<file path="config.mk">
export PLATFORM = sky130hd
export DESIGN_NAME = pc_sequencer
export DESIGN_NICKNAME = d
export VERILOG_FILES = /design/src/rtl/pc_sequencer.sv
export SDC_FILE = /design/constraint.sdc
export NUM_CORES = 1
export LEC_CHECK = 0
export CAP_MARGIN = 20
export CORE_MARGIN = 2
export CORE_UTILIZATION = 48
export CTS_BUF_LIST = sky130_fd_sc_hd__clkbuf_8
export DETAILED_ROUTE_END_ITERATION = 8
export PLACE_DENSITY_LB_ADDON = 0.2
export SLEW_MARGIN = 20
export SYNTH_ARGS = -nofsm -noshare
export SYNTH_HDL_FRONTEND = slang
export SYNTH_SLANG_ARGS = --single-unit
</file>
<file path="constraint.sdc">
create_clock -name clk -period 5.65 [get_ports clk]
set_input_delay 0.8475 -clock clk [delete_from_list [all_inputs] [get_ports clk]]
set_output_delay 0.8475 -clock clk [all_outputs]
set_load 0.01 [all_outputs]
</file>
<file path="src/rtl/pc_sequencer.sv">
// pc_sequencer
// ------------
// Fetch-side program counter owner. It consumes the main-control transfer
// flags for the instruction in decode and resolves JR / JUMP / CALL and the
// conditional branches (BZ, GZ, LZ). A taken redirect raises a one-cycle
// combinational flush that kills the wrong-path fetch, and loads the target
// at the next edge. A taken CALL also writes the return address with a
// one-cycle registered strobe.
//
// Parameters:
//   PC_W      width of the PC and all address ports
//   RESET_PC  PC value loaded on reset
//   PC_STEP   sequential increment (word-addressed instruction memory)
//
// Ports:
//   clk, reset          clock; synchronous active-high reset
//   stall               freezes PC and suppresses redirects
//   turn_off            halt request (sticky HALT until reset)
//   dec_valid, dec_pc   decode-stage instruction is real; its PC
//   Call, jump_F, JR_F,
//   BZ, GZ, LZ          transfer flags for the decode instruction
//   rs_value            source register value compared against zero
//   branch_offset       sign-extended branch offset
//   jump_target         absolute JUMP/CALL target
//   jr_target           register target for JR
//   pc, pc_valid        fetch address and its qualifier
//   flush               kill the instruction currently in fetch
//   ret_addr, ret_we    CALL return address and its one-cycle strobe
//   halted              core stopped
//   redirect_count      taken-redirect counter (0 unless enabled)
//   state_dbg           current FSM state (BOOT=0, RUN=1, HALT=2)
//
// Optional feature: define PC_SEQ_REDIRECT_CNT_EN to build the saturating
// taken-redirect counter; otherwise redirect_count is tied to zero.
//
// Handshake: there is no backpressure. pc is a fetch request whenever
// pc_valid=1; flush and ret_we are single-cycle strobes with no acknowledge.

module pc_sequencer #(
  parameter int unsigned         PC_W     = 32,
  parameter logic [PC_W-1:0]     RESET_PC = '0,
  parameter int unsigned         PC_STEP  = 1
) (
  input  logic            clk,
  input  logic            reset,
  input  logic            stall,
  input  logic            turn_off,
  input  logic            dec_valid,
  input  logic [PC_W-1:0] dec_pc,
  input  logic            Call,
  input  logic            jump_F,
  input  logic            JR_F,
  input  logic            BZ,
  input  logic            GZ,
  input  logic            LZ,
  input  logic [31:0]     rs_value,
  input  logic [PC_W-1:0] branch_offset,
  input  logic [PC_W-1:0] jump_target,
  input  logic [PC_W-1:0] jr_target,
  output logic [PC_W-1:0] pc,
  output logic            pc_valid,
  output logic            flush,
  output logic [PC_W-1:0] ret_addr,
  output logic            ret_we,
  output logic            halted,
  output logic [15:0]     redirect_count,
  output logic [1:0]      state_dbg
);

  localparam logic [1:0] BOOT = 2'd0;
  localparam logic [1:0] RUN  = 2'd1;
  localparam logic [1:0] HALT = 2'd2;

  localparam logic [PC_W-1:0] STEP = PC_W'(PC_STEP);

  logic [1:0]      state;
  logic            sel_taken;
  logic            sel_call;
  logic [PC_W-1:0] sel_target;
  logic [PC_W-1:0] branch_target;
  logic            rs_zero;
  logic            rs_neg;
  logic            take;

  assign branch_target = dec_pc + branch_offset;  // wraps modulo 2^PC_W
  assign rs_zero       = (rs_value == 32'd0);
  assign rs_neg        = rs_value[31];

  // The highest-priority flag alone decides; a lower flag never rescues a
  // not-taken higher one (illegal multi-flag encodings resolve by priority).
  always_comb begin
    sel_taken  = 1'b0;
    sel_call   = 1'b0;
    sel_target = branch_target;
    if (JR_F) begin
      sel_taken  = 1'b1;
      sel_target = jr_target;
    end else if (jump_F) begin
      sel_taken  = 1'b1;
      sel_target = jump_target;
    end else if (Call) begin
      sel_taken  = 1'b1;
      sel_call   = 1'b1;
      sel_target = jump_target;
    end else if (BZ) begin
      sel_taken  = rs_zero;
    end else if (GZ) begin
      sel_taken  = !rs_neg && !rs_zero;
    end else if (LZ) begin
      sel_taken  = rs_neg;
    end
  end

  // turn_off and stall both veto the redirect in the same cycle.
  assign take     = (state == RUN) && !turn_off && !stall && dec_valid && sel_taken;
  assign flush    = take;
  assign pc_valid = (state == RUN);
  assign halted   = (state == HALT);
  assign state_dbg = state;

  always_ff @(posedge clk) begin
    if (reset) begin
      state    <= BOOT;
      pc       <= RESET_PC;
      ret_addr <= '0;
      ret_we   <= 1'b0;
    end else begin
      ret_we <= 1'b0;
      case (state)
        BOOT: begin
          state <= turn_off ? HALT : RUN;
        end
        RUN: begin
          if (turn_off) begin
            state <= HALT;
          end else if (stall) begin
            pc <= pc;
          end else if (take) begin
            pc <= sel_target;
            if (sel_call) begin
              ret_addr <= dec_pc + STEP;
              ret_we   <= 1'b1;
            end
          end else begin
            pc <= pc + STEP;
          end
        end
        HALT: begin
          state <= HALT;
        end
        default: begin
          state <= BOOT;
        end
      endcase
    end
  end

`ifdef PC_SEQ_REDIRECT_CNT_EN
  logic [15:0] cnt;

  // take is already false outside RUN, so the count freezes in HALT.
  always_ff @(posedge clk) begin
    if (reset) begin
      cnt <= 16'd0;
    end else if (take && (cnt != 16'hFFFF)) begin
      cnt <= cnt + 16'd1;
    end
  end

  assign redirect_count = cnt;
`else
  assign redirect_count = 16'd0;
`endif

endmodule

</file>
# [Yosys cells after proc, flatten, opt, wreduce, memory -nomap -nowiden]
# Index checks and enable logic that the tools add are counted.
[classes] n_mul=0 muxes=17 eq_ne=3 order_cmp=0 div_mod_pow=0 n_bitwise=4 n_addsub=3 shift=0 reduce_logical=14
[ops] operator="$mux W32" n=4
[ops] operator="$add A32 B1 Y32 const B" n=2
[ops] operator="$add A32 B32 Y32" n=1
[ops] operator="$logic_not A32 Y1" n=1
[ops] operator="$mux W1" n=10
[ops] operator="$pmux W2 S3" n=1
[ops] operator="$logic_and A1 B1 Y1" n=5
[ops] operator="$reduce_and A5 Y1" n=1
[ops] operator="$reduce_or A5 Y1" n=1
[ops] operator="$logic_not A1 Y1" n=4
[ops] operator="$mux W2" n=2
[ops] operator="$not A1 Y1" n=4
[ops] operator="$reduce_and A3 Y1" n=1
[ops] operator="$eq A2 B1 Y1 const B" n=1
[ops] operator="$eq A2 B2 Y1 const B" n=1
[ops] operator="$logic_not A2 Y1" n=1
[ops] operator="$ne A2 B2 Y1 const B" n=1
[word_totals] inputBits=171 output_inout_bits=86 romBits=0 ramBits=0 latch_bits=0 regBits=67 memories=0

# [Logic depth before layout (Yosys ltp)]
# Gate-level depths: netlist (run 1).
[depth] depth_word=11 depth_mapped=12 ltp_nobuf=12

# [Worst setup path before layout (run 1)]
# No wires, ideal clock.
[synth_path] path_type="input -> register" startpoint="in dec_pc[0]" endpoint="reg pc[28]" stages=12 slack_ps=2291 arrival_ps=3271 n_path_buf=0 setup_time_ps=88 path_cell_list="ha_1 fa_1 a21o_1 nand3_1 a31o_2 a31oi_2 a2111o_1 nor3_2 o31ai_4 mux2i_1 a21oi_1 nor4_2"
[synth_between] elab_chain_len=5
[synth_lines] element="start: declaration" line_no="49" rtl="input logic [PC_W-1:0] dec_pc,"
[synth_lines] element="$add A32 B32 Y32" line_no="85" rtl="assign branch_target = dec_pc + branch_offset;"
[synth_lines] element="$mux W32" line_no="101" rtl="end else if (Call) begin"
[synth_lines] element="$mux W32" line_no="98" rtl="end else if (jump_F) begin"
[synth_lines] element="$mux W32" line_no="95" rtl="if (JR_F) begin"
[synth_lines] element="$mux W32" line_no="138" rtl="end else if (take) begin"
[synth_lines] element="end signal: assignment" line_no="137" rtl="pc <= pc;"
[synth_lines] element="end signal: assignment" line_no="139" rtl="pc <= sel_target;"
[synth_lines] element="end signal: assignment" line_no="145" rtl="pc <= pc + STEP;"
[synth_lines] element="end: declaration" line_no="60" rtl="output logic [PC_W-1:0] pc,"
# No other way between the ends.
# A chain may end at the register's enable or synchronous reset.

# [Worst setup path after layout (run 1)]
[layout_path] startpoint="in rs_value[31]" endpoint="out flush"
[layout_between] elab_chain_len=9 elab_cells_between_ends=11 cone_classes="mux (6); reduce/logical (5)"
[layout_lines] element="start: declaration" line_no="56" rtl="input logic [31:0] rs_value,"
[layout_lines] element="$logic_not A32 Y1" line_no="86" rtl="assign rs_zero = (rs_value == 32'd0);"
[layout_lines] element="$logic_not A1 Y1" line_no="108" rtl="sel_taken = !rs_neg && !rs_zero;"
[layout_lines] element="$logic_and A1 B1 Y1" line_no="108"
[layout_lines] element="$mux W1" line_no="107" rtl="end else if (GZ) begin"
[layout_lines] element="$mux W1 (*)" line_no="105" rtl="end else if (BZ) begin"
[layout_lines] element="$mux W1 (*)" line_no="101"
[layout_lines] element="$mux W1 (*)" line_no="98"
[layout_lines] element="$mux W1 (*)" line_no="95"
[layout_lines] element="$logic_and A1 B1 Y1 (*)" line_no="115" rtl="assign take = (state == RUN) && !turn_off && !stall && dec_valid && sel_taken;"
[layout_lines] element="end: declaration" line_no="62" rtl="output logic flush,"
# Every way passes the cells marked *; elsewhere a longest branch is shown, timed or not.

==> results of run 1 <==
-- layout by cell type (no fill, tap or decap), types with 12 or more instances in the layout --
cell,n
sky130_fd_sc_hd__ha_1,37
sky130_fd_sc_hd__xor2_1,31
sky130_fd_sc_hd__a211oi_1,42
sky130_fd_sc_hd__inv_1,20
sky130_fd_sc_hd__nor2_1,95
sky130_fd_sc_hd__conb_1,16
sky130_fd_sc_hd__nor4_1,19
sky130_fd_sc_hd__nand3_1,27
sky130_fd_sc_hd__o21ai_0,51
sky130_fd_sc_hd__a21oi_1,81
sky130_fd_sc_hd__and3_1,18
sky130_fd_sc_hd__mux2i_1,12
sky130_fd_sc_hd__a31oi_1,16
sky130_fd_sc_hd__clkdlybuf4s50_1,239
sky130_fd_sc_hd__nand4_1,12
sky130_fd_sc_hd__nor3_1,21
sky130_fd_sc_hd__dfxtp_1,67
sky130_fd_sc_hd__xnor2_1,25
sky130_fd_sc_hd__a21o_1,12
sky130_fd_sc_hd__nand2_1,86
-- layer usage --
layer / wire length [um] / up-vias / GRT usage, %
li1: - / 3486 / -
met1: 8864 / 3146 / 38.25
met2: 9848 / 295 / 50.60
met3: 1705 / 44 / 6.900
met4: 585 / 0 / 12.55
met5: 0 / - / 0
-- path summary, 6_finish.rpt --
check | slack (ns) | from | end | depth (start not counted)
worst max-delay path | 1.48 | rs_value[31] | flush | 9
worst min-delay path | 0.50 | ret_addr[23] | ret_addr[23] | 2
worst max register to register | 2.71 | state_dbg[1] | ret_addr[3] | 11
worst min register to register | 0.50 | ret_addr[23] | ret_addr[23] | 2
-- layout make-up --
cell class	instances	area (um2)	share of cell area, %
flip-flops and latches	67	1341	15.40
clock inverters	6	50.05	0.5746
clock buffers	10	137.6	1.580
repair buffers	250	2472	28.39
inverters	16	60.06	0.6896
well taps	172	215.2	2.471
multi-input cells	709	4433	50.90
-- where the power goes --
part	leakage, nW	total [W]	switching [W]	internal [W]
Combinational	2.45	0.000483	0.000242	0.000241
Sequential	0.540	0.000486	0.00000736	0.000478
Clock	0.111	0.000400	0.000191	0.000209
Total	3.10	0.00137	0.000440	0.000929
-- per-stage QoR --
step	setup WS, ns	cells	utilization, %	cell area, um2
after floorplan	2.291	852	-	6171
after global placement	1.503	1214	68.08	8522
after detailed placement	1.464	1214	68.08	8522
after CTS	1.466	1230	69.58	8710
after global routing	1.262	1230	69.58	8710
final	1.476	1230	69.58	8710
-- worst max-delay path, delay by kind of cell --
kind / cells / cell delay (ns)
buffers and inverters: 4 / 1.64
AOI/OAI and AO/OA: 1 / 0.21
and+or+nand+nor: 4 / 0.62
-- state kept, by name, indices dropped and copies added, names as in the netlist --
register / count
ret_addr: 32
ret_we: 1
pc: 32
state_dbg: 2
-- cell usage after synthesis, drive strengths merged, types with 23 or more instances --
cell type  count
o21ai         54
xnor2         25
dfxtp         67
nor3          23
xor2          31
clkbuf        32
buf           27
ha            37
nand2         86
a21oi         83
a211oi        42
nor2          96
nand3         28
-- cells by family (layout without fill, tap and decap cells) --
group	count (synthesis)	after routing	share of synthesized area, %
adder cells (fa/ha/maj)	38	38	7.898
AND/OR/NAND/NOR	321	321	25.33
other	1	16	0.06133
AO/OA/AOI/OAI	266	266	28.20
XOR/XNOR	56	56	8.021
flip-flops	67	67	21.94
multiplexers	12	12	1.964
buffers and inverters	76	282	6.589
==> qor.csv, run 1 <==
stage;metric;value;unit
route;vias;6971;
timing;final_hold_viol_count;0;
finish;antenna_cells_inserted;0;
logic_synthesis;ys.flop_type;sky130_fd_sc_hd__dfxtp_1;
floorplanning;design.die.area;0.01366;mm2
grt;grt_start_max_net_pins;64;
timing;slew_headroom;44.87;%
critical_path;criticalPathCategory;input port to output pin;
logic_synthesis;synth.top_cell.area_share;21.94;%
grt;grt_remaining_overflow;0;
floorplanning;rows;41;
timing;worst_pin_slew;0.8240;ns
placed_design;port_buffers;240;
floorplanning;die_height;116.9;um
worst_hold_path;hold_class;flip-flop to flip-flop;
floorplanning;ios;257;
route;wl_per_cell;17.08;um
timing;finalSetupViolCount;0;
critical_path;critical-path-max-stage-delay;0.64;ns
grt;track_usage;30.47;%
clocking;worstSkewPairLatency;0.37;ns
floorplanning;design.core.area;0.01252;mm2
route;drt-pass1-iter-count;6;
power;design_power_total;0.001369;W
outcome;status;completed;
timing;grt_setup_unrepaired;false;
timing;max_clock_freq;239.6;MHz
logic_synthesis;ys_async_sr_fraction;0;%
route;initialDrtViolationCount;515;
clocking;clk_path_buf_depth;2;
clocking;cts_num_sinks;67;
finish;fraction_of_layout_instances_using_a_drive_strength_above_1;4.253;%
logic_synthesis;syn-instance-count;837;
clocking;cts.htree.levels;3;
logic_synthesis;ys.warnings.count;0;
clocking;cts_made_buffers;9;
placed_design;gpl_congestion;0.9304;
logic_synthesis;yosys.area.top_type;sky130_fd_sc_hd__dfxtp_1;
grt;grt_pass1_vias;6474;
placed_design;hpwlAfterDp;16400;um
logic_synthesis;post_synth_instance_area;0.006115;mm2
flow_run;cap_viol_max_count;0;
critical_path;timing.critical_path.cells;clkdlybuf4s50_1, nor4_1, nand4_1, nor2_1, o211a_2, nand2_1, buf_4, inv_1, clkdlybuf4s50_1;
logic_synthesis;postSynthRegisterBits;67;
floorplanning;initial_utilization;48.85;%
critical_path;critical_path.endpoint_type;output pin;
timing;period_utilization;73.88;%
route;routed_wl;21000;um
critical_path;start_kind;input port;
critical_path;worstPathRequired;4.80;ns
clocking;hold_buffers;0;
timing;clock_skew;0.007289;ns
route;detail_route.drc_violations;0;
finish;area_delta_synth_final;42.44;%
logic_synthesis;synth_cell_types;77;
grt;grt_antenna_before_repair;0;
floorplanning;die_w;116.9;um
finish;num-fill-cells;1102;
clocking;cts.root.buffer_cell;sky130_fd_sc_hd__clkbuf_8;
timing;fin_tns_setup;0;ns
clocking;cts_resized;0;
route;vias_per_cell;5.667;
timing;final_max_slew_viol_count;0;
grt;grt_pass1_wl;32520;um
power;power.leakage;3.098;nW
critical_path;critical_path_maximum_fanout;13;
logic_synthesis;synth_edf_count;0;
clocking;cts_tree;yes;
power;ir_worst_vdd;0.1490;mV
critical_path;master_of_the_slowest_instance_on_the_critical_path;sky130_fd_sc_hd__clkdlybuf4s50_1;
logic_synthesis;netlist_top_cells_area;sky130_fd_sc_hd__dfxtp_1 22%, sky130_fd_sc_hd__ha_1 7.6%, sky130_fd_sc_hd__a21oi_1 6.6%, sky130_fd_sc_hd__nor2_1 5.8%, sky130_fd_sc_hd__nand2_1 5.3%;
timing;fin_crit;4.174;ns
logic_synthesis;synth_sequential_area_ratio;21.94;%
logic_synthesis;synth_area_per_cell;7.305;um2
route;final_antenna_net_count;0;
critical_path;worst_ep_arrival_time;3.33;ns
power;power_density;157.1;mW/mm2
clocking;cts.reportedPaths.clkPinSlew;0.06;ns
finish;design.final.nets;1262;
critical_path;crit_top_cell;sky130_fd_sc_hd__clkdlybuf4s50_1;
clocking;cts_setup_buffers;0;
timing;final_hold_slack;0.5004;ns
Power figures use the tool's default switching activity.
==> run 2: changes to the inputs <==
CORE_UTILIZATION = 41   (was 48)
clock period = 3.4 ns   (was 5.65 ns; I/O delays follow)
==> run 2 against run 1 <==
Cell count is 5.5% higher. Count of clock-buffer cells in the layout stayed put. Setup slack worse by 1.3 ns. Critical endpoint is now pc[30]. Power is 80% higher. Clock power is 95% higher. Die area is 16% higher. Largest cell class unchanged. Utilization is 6.3 points lower.
==> qor.csv, run 2 (synthesis results as in run 1) <==
stage;metric;value;unit
clocking;cts.root.buffer_cell;sky130_fd_sc_hd__clkbuf_8;
timing;clock_skew;0.01118;ns
finish;multi_input_area;0.004442;mm2
power;power.internal;0.001686;W
finish;num-fill-cells;1346;
critical_path;critical_path_maximum_fanout;2;
power;power_density;267.4;mW/mm2
power;comb_power_share;35.5;%
floorplanning;design.die.area;0.01591;mm2
critical_path;start_kind;input port;
timing;grt_setup_unrepaired;false;
outcome;status;completed;
timing;final_hold_viol_count;0;
clocking;cts_num_sinks;67;
critical_path;r2r_setup_slack;0.54;ns
route;vias_per_cell;5.452;
grt;track_usage;26.90;%
finish;area_delta_synth_final;50.46;%
timing;finalSetupViolCount;0;
critical_path;worst_ep_arrival_time;3.50;ns
power;pwr-share-clk;31.7;%
grt;met3_usage;6.117;%
clocking;cts.htree.levels;3;
timing;fin_tns_setup;0;ns
finish;fraction_of_layout_instances_using_a_drive_strength_above_1;9.434;%
placed_design;hpwlAfterDp;17650;um
clocking;cts.reportedPaths.clkPinSlew;0.08;ns
grt;grt_pass1_vias;6756;
timing;max_clock_freq;311.6;MHz
critical_path;critical_path.endpoint_type;flip-flop;
finish;ff_latch_area;0.001341;mm2
timing;fin_crit;3.209;ns
timing;period_utilization;94.38;%
clocking;clk_path_buf_depth;2;
power;power_switching;0.0007738;W
floorplanning;ios;257;
floorplanning;die_height;126.1;um
timing;final_max_slew_viol_count;0;
clocking;cts_made_buffers;9;
route;vias;7077;
power;sw_frac_of_total;31.46;%
finish;most_frequent_cells_in_the_layout;239 x sky130_fd_sc_hd__clkdlybuf4s50_1, 95 x sky130_fd_sc_hd__nor2_1, 86 x sky130_fd_sc_hd__nand2_1;
worst_hold_path;hold_class;flip-flop to flip-flop;
power;power.leakage;3.361;nW
route;drt-pass1-iter-count;5;
floorplanning;die_w;126.1;um
grt;gr-usage-met2;45.95;%
route;initialDrtViolationCount;467;
route;routed_wl;22000;um
clocking;cts_setup_buffers;0;
route;final_antenna_net_count;0;
grt;grt_remaining_overflow;0;
clocking;worstSkewPairLatency;0.36;ns
clocking;cts_tree;yes;
placed_design;port_buffers;240;
floorplanning;design.core.area;0.01453;mm2
grt;grt_pass1_wl;34510;um
grt;grt_most_used_layer;met2;
power;design_power_total;0.002460;W
critical_path;criticalPathCategory;input port to flip-flop;
timing;slew_headroom;43.28;%
grt;grt_antenna_before_repair;1;
grt;gr_util_met1;34.13;%
finish;design.final.nets;1317;
route;wl_per_cell;16.95;um
route;detail_route.drc_violations;0;
flow_run;cap_viol_max_count;0;
grt;grt_start_max_net_pins;65;
power;p_seq_share;32.8;%
placed_design;gpl_congestion;0.9827;
floorplanning;initial_utilization;42.07;%
critical_path;worstPathRequired;3.69;ns
timing;worst_pin_slew;0.8431;ns
finish;layout.cells.most_common;sky130_fd_sc_hd__clkdlybuf4s50_1;
floorplanning;rows;44;
power;ir_worst_vdd;0.1561;mV
[run 2: worst max-delay path, cell delays in order]
cell and delay [ns]:
sky130_fd_sc_hd__clkdlybuf4s50_1 0.44, sky130_fd_sc_hd__ha_2 0.22, sky130_fd_sc_hd__fa_1 0.38, sky130_fd_sc_hd__a21o_1 0.20, sky130_fd_sc_hd__nand3_1 0.10, sky130_fd_sc_hd__a31o_2 0.18
sky130_fd_sc_hd__a31oi_2 0.09, sky130_fd_sc_hd__a2111o_1 0.44, sky130_fd_sc_hd__a21o_2 0.24, sky130_fd_sc_hd__a21oi_1 0.16, sky130_fd_sc_hd__mux2i_1 0.23, sky130_fd_sc_hd__nand3_1 0.10
sky130_fd_sc_hd__a31oi_1 0.19
[run 2: power by group through the flow]
stage | sequential (W) | clock [W] | combinational (W)
floorplan | 0.000828 | 0 | 0.000442
global placement | 0.000826 | 0 | 0.000859
detailed placement | 0.000826 | 0 | 0.000861
CTS | 0.000807 | 0.000792 | 0.000867
global route | 0.000809 | 0.000823 | 0.000952
finish | 0.000808 | 0.000779 | 0.000873
[run 2: worst paths after layout]
check               start      endpoint  depth (start not counted)
min          ret_addr[14]  ret_addr[14]                          2
max             dec_pc[0]        pc[30]                         13
min reg2reg  ret_addr[14]  ret_addr[14]                          2
max reg2reg         pc[0]        pc[29]                          9
[run 2: stage by stage]
stage	hold slack, ns	utilization (%)	instance area, um2	cells	worst slack, ns
after global routing	0.5227	63.28	9198	1297	0.01541
after detailed placement	0.4919	61.66	8962	1281	-0.3012
final	0.5005	63.30	9200	1298	0.1912
after floorplan	0.5181	-	6171	852	0.3783
after global placement	0.4866	61.66	8962	1281	-0.1851
after CTS	0.5019	63.22	9189	1297	0.07015
[run 2: timing repair]
item                                    CTS  global route
endpoints found under the setup margin    0             4
hold buffers                              0             0
gates resized for setup                   0             2
[run 2: layout make-up]
class | instances | share of cell area [%]
Tap cell | 184 | 2.502
Clock buffer | 10 | 1.496
Clock inverter | 6 | 0.9656
Inverter | 16 | 0.6528
Antenna cell | 1 | 0.02720
Sequential cell | 67 | 14.58
Multi-Input combinational cell | 709 | 48.28
Timing Repair Buffer | 305 | 31.50
[run 2: layer usage]
layer / up-vias / wire length (um)
met5: - / 0
met1: 3205 / 9519
li1: 3581 / -
met3: 28 / 1675
met2: 263 / 10410
met4: 0 / 394
==> run 3: changes to the inputs <==
ABC_CLOCK_PERIOD_IN_PS = 3400   (was unset)
==> results of run 3 <==
Same layout as run 2: the final DEF is identical, and so are final timing and power.
